File: config.mk
export PLATFORM = sky130hd
export DESIGN_NAME = coe_ec_fetch
export DESIGN_NICKNAME = d
export VERILOG_FILES = /design/src/rtl/coe_ec_fetch.sv
export SDC_FILE = /design/constraint.sdc
export NUM_CORES = 1
export LEC_CHECK = 0
export ABC_AREA = 1
export BUFFER_PORTS_ARGS = -buffer_cell sky130_fd_sc_hd__buf_2
export CAP_MARGIN = 20
export CORE_ASPECT_RATIO = 1.2
export CORE_MARGIN = 2
export CORE_UTILIZATION = 48
export CTS_CLUSTER_SIZE = 40
export DETAILED_ROUTE_END_ITERATION = 10
export PLACE_DENSITY_LB_ADDON = 0.12
export SETUP_SLACK_MARGIN = 0.02
export SLEW_MARGIN = 20
export SYNTH_ARGS = -nofsm -noshare
export SYNTH_HDL_FRONTEND = slang
export SYNTH_SLANG_ARGS = --single-unit
File: constraint.sdc
create_clock -name clk -period 6.25 [get_ports clk]
set_input_delay 0.9375 -clock clk [delete_from_list [all_inputs] [get_ports clk]]
set_output_delay 0.9375 -clock clk [all_outputs]
set_load 0.03 [all_outputs]
File: src/rtl/coe_ec_fetch.sv
// Coefficient fetch for the entropy coder: walks a TU's 4x4 blocks, reads the coefficient RAM
// through the bank translator and streams the words out under valid/ready with a coded-block flag.
module coe_ec_fetch #(
    parameter int COE_WIDTH = 16,
    parameter int WORD_COE  = 8
) (
    input  logic                          clk,
    input  logic                          rst_n,
    input  logic                          start_i,
    input  logic [1:0]                    sel_i,
    input  logic [3:0]                    tl_4x4_x_i,
    input  logic [3:0]                    tl_4x4_y_i,
    input  logic [1:0]                    size_i,
    output logic                          busy_o,
    output logic [1:0]                    ec_sel_o,
    output logic [8:0]                    ec_addr_o,
    input  logic [1:0]                    ec_bank_i,
    input  logic                          ec_cbank_i,
    output logic                          mem_rd_ena_o,
    output logic [8:0]                    mem_rd_addr_o,
    output logic [1:0]                    mem_rd_bank_o,
    output logic                          mem_rd_cbank_o,
    input  logic [WORD_COE*COE_WIDTH-1:0] mem_rd_dat_i,
    output logic                          coe_val_o,
    output logic [WORD_COE*COE_WIDTH-1:0] coe_dat_o,
    output logic                          coe_last_o,
    input  logic                          coe_rdy_i,
    output logic                          done_o,
    output logic                          cbf_o
);

    localparam int DW = WORD_COE * COE_WIDTH;

    typedef enum logic [1:0] {IDLE, READ, DRAIN, DONE} state_t;

    state_t         state, state_nxt;
    logic [1:0]     sel_p0;
    logic [8:0]     addr_p0;
    logic [6:0]     cnt_p0;
    logic [6:0]     cnt_last;
    logic           vld_p1;
    logic           last_p1;
    logic [DW-1:0]  fifo_dat [2];
    logic [1:0]     fifo_last;
    logic           rd_ptr;
    logic           wr_ptr;
    logic [1:0]     occ;
    logic           cbf_acc;
    logic           cbf_r;
    logic           accept;
    logic           issue;
    logic           pop;
    logic           push;
    logic           final_issue;

    function automatic logic [7:0] interleave(input logic [3:0] x, input logic [3:0] y);
        return {x[3], y[3], x[2], y[2], x[1], y[1], x[0], y[0]};
    endfunction

    // Index of the final word: 2N-1 for N = 1/4/16/64 blocks.
    function automatic logic [6:0] last_word(input logic [1:0] size);
        case (size)
            2'd0:    return 7'd1;
            2'd1:    return 7'd7;
            2'd2:    return 7'd31;
            default: return 7'd127;
        endcase
    endfunction

    assign accept      = (state == IDLE) && start_i;
    assign coe_val_o   = (occ != 2'd0);
    assign pop         = coe_val_o && coe_rdy_i;
    assign push        = vld_p1;
    assign final_issue = (cnt_p0 == cnt_last);

    always_comb begin
        state_nxt = state;
        issue     = 1'b0;
        case (state)
            IDLE: begin
                if (start_i) state_nxt = READ;
            end
            READ: begin
                // Credit: stored + returning words, less the one leaving, must leave a free slot.
                if (({1'b0, occ} + {2'b00, vld_p1}) < (3'd2 + {2'b00, pop})) begin
                    issue = 1'b1;
                    if (final_issue) state_nxt = DRAIN;
                end
            end
            DRAIN: begin
                if (!vld_p1 && ((occ == 2'd0) || ((occ == 2'd1) && pop))) state_nxt = DONE;
            end
            DONE: begin
                state_nxt = IDLE;
            end
            default: begin
                state_nxt = IDLE;
            end
        endcase
    end

    // p0: address generation / read issue
    always_ff @(posedge clk) begin
        if (!rst_n) begin
            state     <= IDLE;
            sel_p0    <= 2'd0;
            addr_p0   <= 9'd0;
            cnt_p0    <= 7'd0;
            cnt_last  <= 7'd0;
            vld_p1    <= 1'b0;
            last_p1   <= 1'b0;
            fifo_last <= 2'b00;
            rd_ptr    <= 1'b0;
            wr_ptr    <= 1'b0;
            occ       <= 2'd0;
            cbf_acc   <= 1'b0;
            cbf_r     <= 1'b0;
        end else begin
            state   <= state_nxt;
            vld_p1  <= issue;
            last_p1 <= issue && final_issue;
            if (accept) begin
                sel_p0   <= sel_i;
                addr_p0  <= {1'b0, interleave(tl_4x4_x_i, tl_4x4_y_i)};
                cnt_p0   <= 7'd0;
                cnt_last <= last_word(size_i);
                cbf_acc  <= 1'b0;
            end else begin
                if (issue && !final_issue) begin
                    addr_p0 <= addr_p0[8] ? {1'b0, addr_p0[7:0] + 8'd1} : {1'b1, addr_p0[7:0]};
                    cnt_p0  <= cnt_p0 + 7'd1;
                end
                if (push) cbf_acc <= cbf_acc | (mem_rd_dat_i != '0);
            end
            // p1: returning RAM word enters the FIFO
            if (push) begin
                fifo_last[wr_ptr] <= last_p1;
                wr_ptr            <= ~wr_ptr;
            end
            if (pop) rd_ptr <= ~rd_ptr;
            occ <= occ + {1'b0, push} - {1'b0, pop};
            if ((state == DRAIN) && (state_nxt == DONE)) cbf_r <= cbf_acc;
        end
    end

    always_ff @(posedge clk) begin
        if (push) fifo_dat[wr_ptr] <= mem_rd_dat_i;
    end

    assign busy_o         = (state != IDLE);
    assign ec_sel_o       = sel_p0;
    assign ec_addr_o      = addr_p0;
    assign mem_rd_ena_o   = issue;
    assign mem_rd_addr_o  = addr_p0;
    assign mem_rd_bank_o  = ec_bank_i;
    assign mem_rd_cbank_o = ec_cbank_i;
    assign coe_dat_o      = coe_val_o ? fifo_dat[rd_ptr] : '0;
    assign coe_last_o     = coe_val_o && fifo_last[rd_ptr];
    assign done_o         = (state == DONE);
    assign cbf_o          = cbf_r;

endmodule
==> results.rst <==
.. list-table::
   :header-rows: 1

   * - Metric
     - Value
   * - Setup violation total in the final timing report
     - 0
   * - Vias after detailed routing
     - 8,424
   * - Outcome
     - completed
   * - Initial antenna violation count
     - 4
   * - Post-DP Area
     - 13,500 sq um
   * - Hold WS
     - 0.455 ns
   * - Core Util, Final
     - 0.590
   * - Total core area
     - 24,500 sq um
   * - Count of buffers from port buffering
     - 297
   * - Final setup skew
     - 0.00986 ns
   * - Leakage power
     - 5.88 nW
   * - Period Utilization, post-route
     - 0.633
   * - Kind of launch point of the worst setup path
     - register
   * - Signed area change from the synthesized netlist to the final layout
     - 22.1%
   * - Worst-Margin Slew
     - 1.03 ns
   * - Time the final worst path needs with I/O delays and setup
     - 3.95 ns
   * - Global routing usage summed across all routing layers
     - 0.208
   * - Number of rows in the core area
     - 63
   * - Maximum level of the CTS H-tree
     - 1
   * - Highest Clock Rate
     - 253 MHz
   * - Post-synth cell types
     - 30
   * - Remaining max-slew budget at the tightest pin
     - 0.310
   * - Arr. time, crit path
     - 3.02 ns
   * - Cell area after layout
     - 14,500 sq um
   * - CTS tree
     - done
   * - Post-CTS setup repair buffer count
     - 0
   * - Total wire length after detailed routing
     - 27,900 um
   * - Number of buffers created by CTS
     - 28
   * - PD cells
     - 438 nW/um^2
   * - Violation count after the first detailed-routing iteration
     - 502
   * - Initial core utilization
     - 0.483
   * - Mapped Avg Cell Area
     - 11.0 sq um
   * - Required time of the critical path
     - 5.31 ns
   * - Die W
     - 147 um
   * - DP HPWL
     - 18,300 um
   * - Hold WC Path Type
     - reg2reg
   * - Fraction of layout cells with a size suffix above 1
     - 0.269
   * - Unrepaired setup endpoints after global routing
     - false
   * - Clock edge transition at the registers on the reported setup and hold paths
     - 0.07 ns
   * - Maximum Capacitance Violations
     - 0
   * - Largest voltage drop on the vdd net
     - 0.000476 V
   * - Total Power Consumption
     - 6.34 mW
   * - Global-route wire length before repair
     - 42,600 um
   * - Post-synthesis net count
     - 1,227
   * - Sequential area share after synthesis
     - 0.708
   * - Die area
     - 26,000 sq um
   * - Flip-flop and latch count after synthesis
     - 291
   * - Synthesis warning total
     - 0
   * - Via count of the first global-routing pass
     - 8,053
   * - Number of hold violations in the final report
     - 0
   * - Synthesized area
     - 11,900 sq um
   * - Final net count
     - 1,501
   * - Clock insertion delay at the later pin of the skew report
     - 0.53 ns
   * - I/O pin count
     - 304
   * - Worst setup EP type
     - output pin
   * - Class of the most critical setup path
     - reg2out
   * - Post-cts sizing count
     - 0
   * - Number of routed nets with antenna violations
     - 0
   * - Sink Count
     - 291
   * - First-pass iteration count of the detailed router
     - 5
   * - Cts hold-fix bufs
     - 0
   * - Number of buffers between clock root and the deepest sink
     - 3
   * - Clock tree root buffer cell
     - clkbuf_16
   * - Average via count per standard cell
     - 4.96
   * - Largest fanout of any net on the critical path
     - 65
   * - Maximum number of pins on one net before global-route repair
     - 78
   * - Setup TNS
     - 0 ns
   * - Cell count after synthesis
     - 1,075
   * - Final Slew Violations
     - 0
   * - Vertical extent of the die
     - 176 um
   * - Gp weighted congestion
     - 0.808
   * - Global-route congestion overflow total
     - 0
   * - Average detailed-routed wire length per instance
     - 16.4 um
   * - Count of unresolved DRC violations after routing
     - 0
==> layout by cell type (no fill, tap or decap), types with 2 or more instances in the layout <==
cell,count
dfxtp_1,34
nand3_4,2
buf_2,297
nand2_2,2
nand2_1,354
a21oi_1,145
diode_2,3
a21oi_2,5
clkbuf_1,8
xor2_1,5
clkbuf_16,34
ha_1,5
nor2_1,110
clkinv_2,4
edfxtp_1,256
nor3_1,6
clkinv_1,2
o21ai_0,24
buf_4,6
inv_2,3
nand2_4,4
nand3_1,17
inv_4,2
inv_1,30
==> worst max-delay path, stage by stage (launching register included) <==
cell and delay [ns]:
dfxtp_4 0.54, inv_4 0.60, buf_4 0.68, nand2_1 0.11, a21oi_1 0.25, buf_2 0.25
==> sequential cells by signal (all words and copies together) (netlist names), named ones only <==
| register | cells |
|---|---|
| push | 1 |
| wr_ptr | 1 |
| state | 2 |
| cnt_p0 | 7 |
| occ | 2 |
| fifo_last | 2 |
| ec_addr_o | 9 |
| fifo_dat | 256 |
| ec_sel_o | 2 |
| rd_ptr | 1 |
| last_p1 | 1 |
| cbf_acc | 1 |
| cnt_last | 4 |
| cbf_o | 1 |
==> report_power, final <==
group | switching (mW) | leakage (nW) | total [mW] | internal (mW)
Clock | 0.680 | 0.463 | 1.67 | 0.990
Sequential | 0.0963 | 2.61 | 2.41 | 2.31
Combinational | 1.73 | 2.81 | 2.26 | 0.529
Total | 2.51 | 5.88 | 6.34 | 3.83
==> final cells by class <==
| cell class | instances | area, sq um |
|---|---|---|
| diodes | 3 | 7.51 |
| repair buffers | 303 | 1530 |
| flip-flops and latches | 291 | 8390 |
| inverters | 36 | 145 |
| fillers | 2097 | 10100 |
| clock inverters | 8 | 43.8 |
| well taps | 325 | 407 |
| multi-input cells | 689 | 3040 |
| clock buffers | 44 | 900 |
==> layer usage <==
layer	track usage	vias up	share of wire
met3	0.0354	53	0.060
met1	0.268	3916	0.41
met2	0.364	258	0.51
met5	0	-	0.00047
li1	-	4195	-
met4	0.0589	2	0.028
==> metrics by stage <==
stage | setup WS, ns | std cells
floorplan | 1.85 | 1075
global placement | 2.79 | 1644
detailed placement | 2.78 | 1644
CTS | 2.21 | 1696
global route | 2.03 | 1698
finish | 2.30 | 1699
==> cells in the mapped netlist <==
cell type,count,area share
o21ai_1,1,0.00042
nor3_1,6,0.0025
nand3_1,17,0.0072
nand3_2,1,0.00084
nand2_1,354,0.11
nand4_1,1,0.00053
o22ai_1,1,0.00053
a21oi_1,145,0.061
nand2_2,2,0.0011
edfxtp_1,256,0.65
clkbuf_1,24,0.0076
xnor2_1,1,0.00074
buf_1,6,0.0019
o21ai_0,24,0.010
nor2_1,111,0.035
xor2_1,5,0.0037
a22o_2,1,0.00084
a21o_1,1,0.00063
dfxtp_1,35,0.059
buf_6,1,0.00095
nand3_4,2,0.0030
inv_1,33,0.010
nand2_4,4,0.0038
buf_2,15,0.0063
buf_4,13,0.0082
inv_2,3,0.00095
a21oi_2,5,0.0037
o21bai_1,1,0.00063
ha_1,5,0.0053
nor2_8,1,0.0017
==> worst paths after layout <==
path | from | end | slack (ns) | depth (start not counted)
worst max-delay path | register | coe_dat_o[46] | 2.30 | 5
worst min-delay path | cnt_last[0] | cnt_last[0] | 0.46 | 2
worst max register to register | push | fifo_dat[0][84] | 3.71 | 3
worst min register to register | cnt_last[0] | cnt_last[0] | 0.46 | 2
==> cells by family after synthesis <==
logic type / after synthesis / synth area share
AND/OR/NAND/NOR: 499 / 0.168
flip-flops: 291 / 0.708
AO/OA/AOI/OAI: 179 / 0.0781
buffers and inverters: 95 / 0.0364
XOR/XNOR: 6 / 0.00443
adder cells (fa/ha/maj): 5 / 0.00528
No activity file was read; power rests on OpenSTA's default activity.
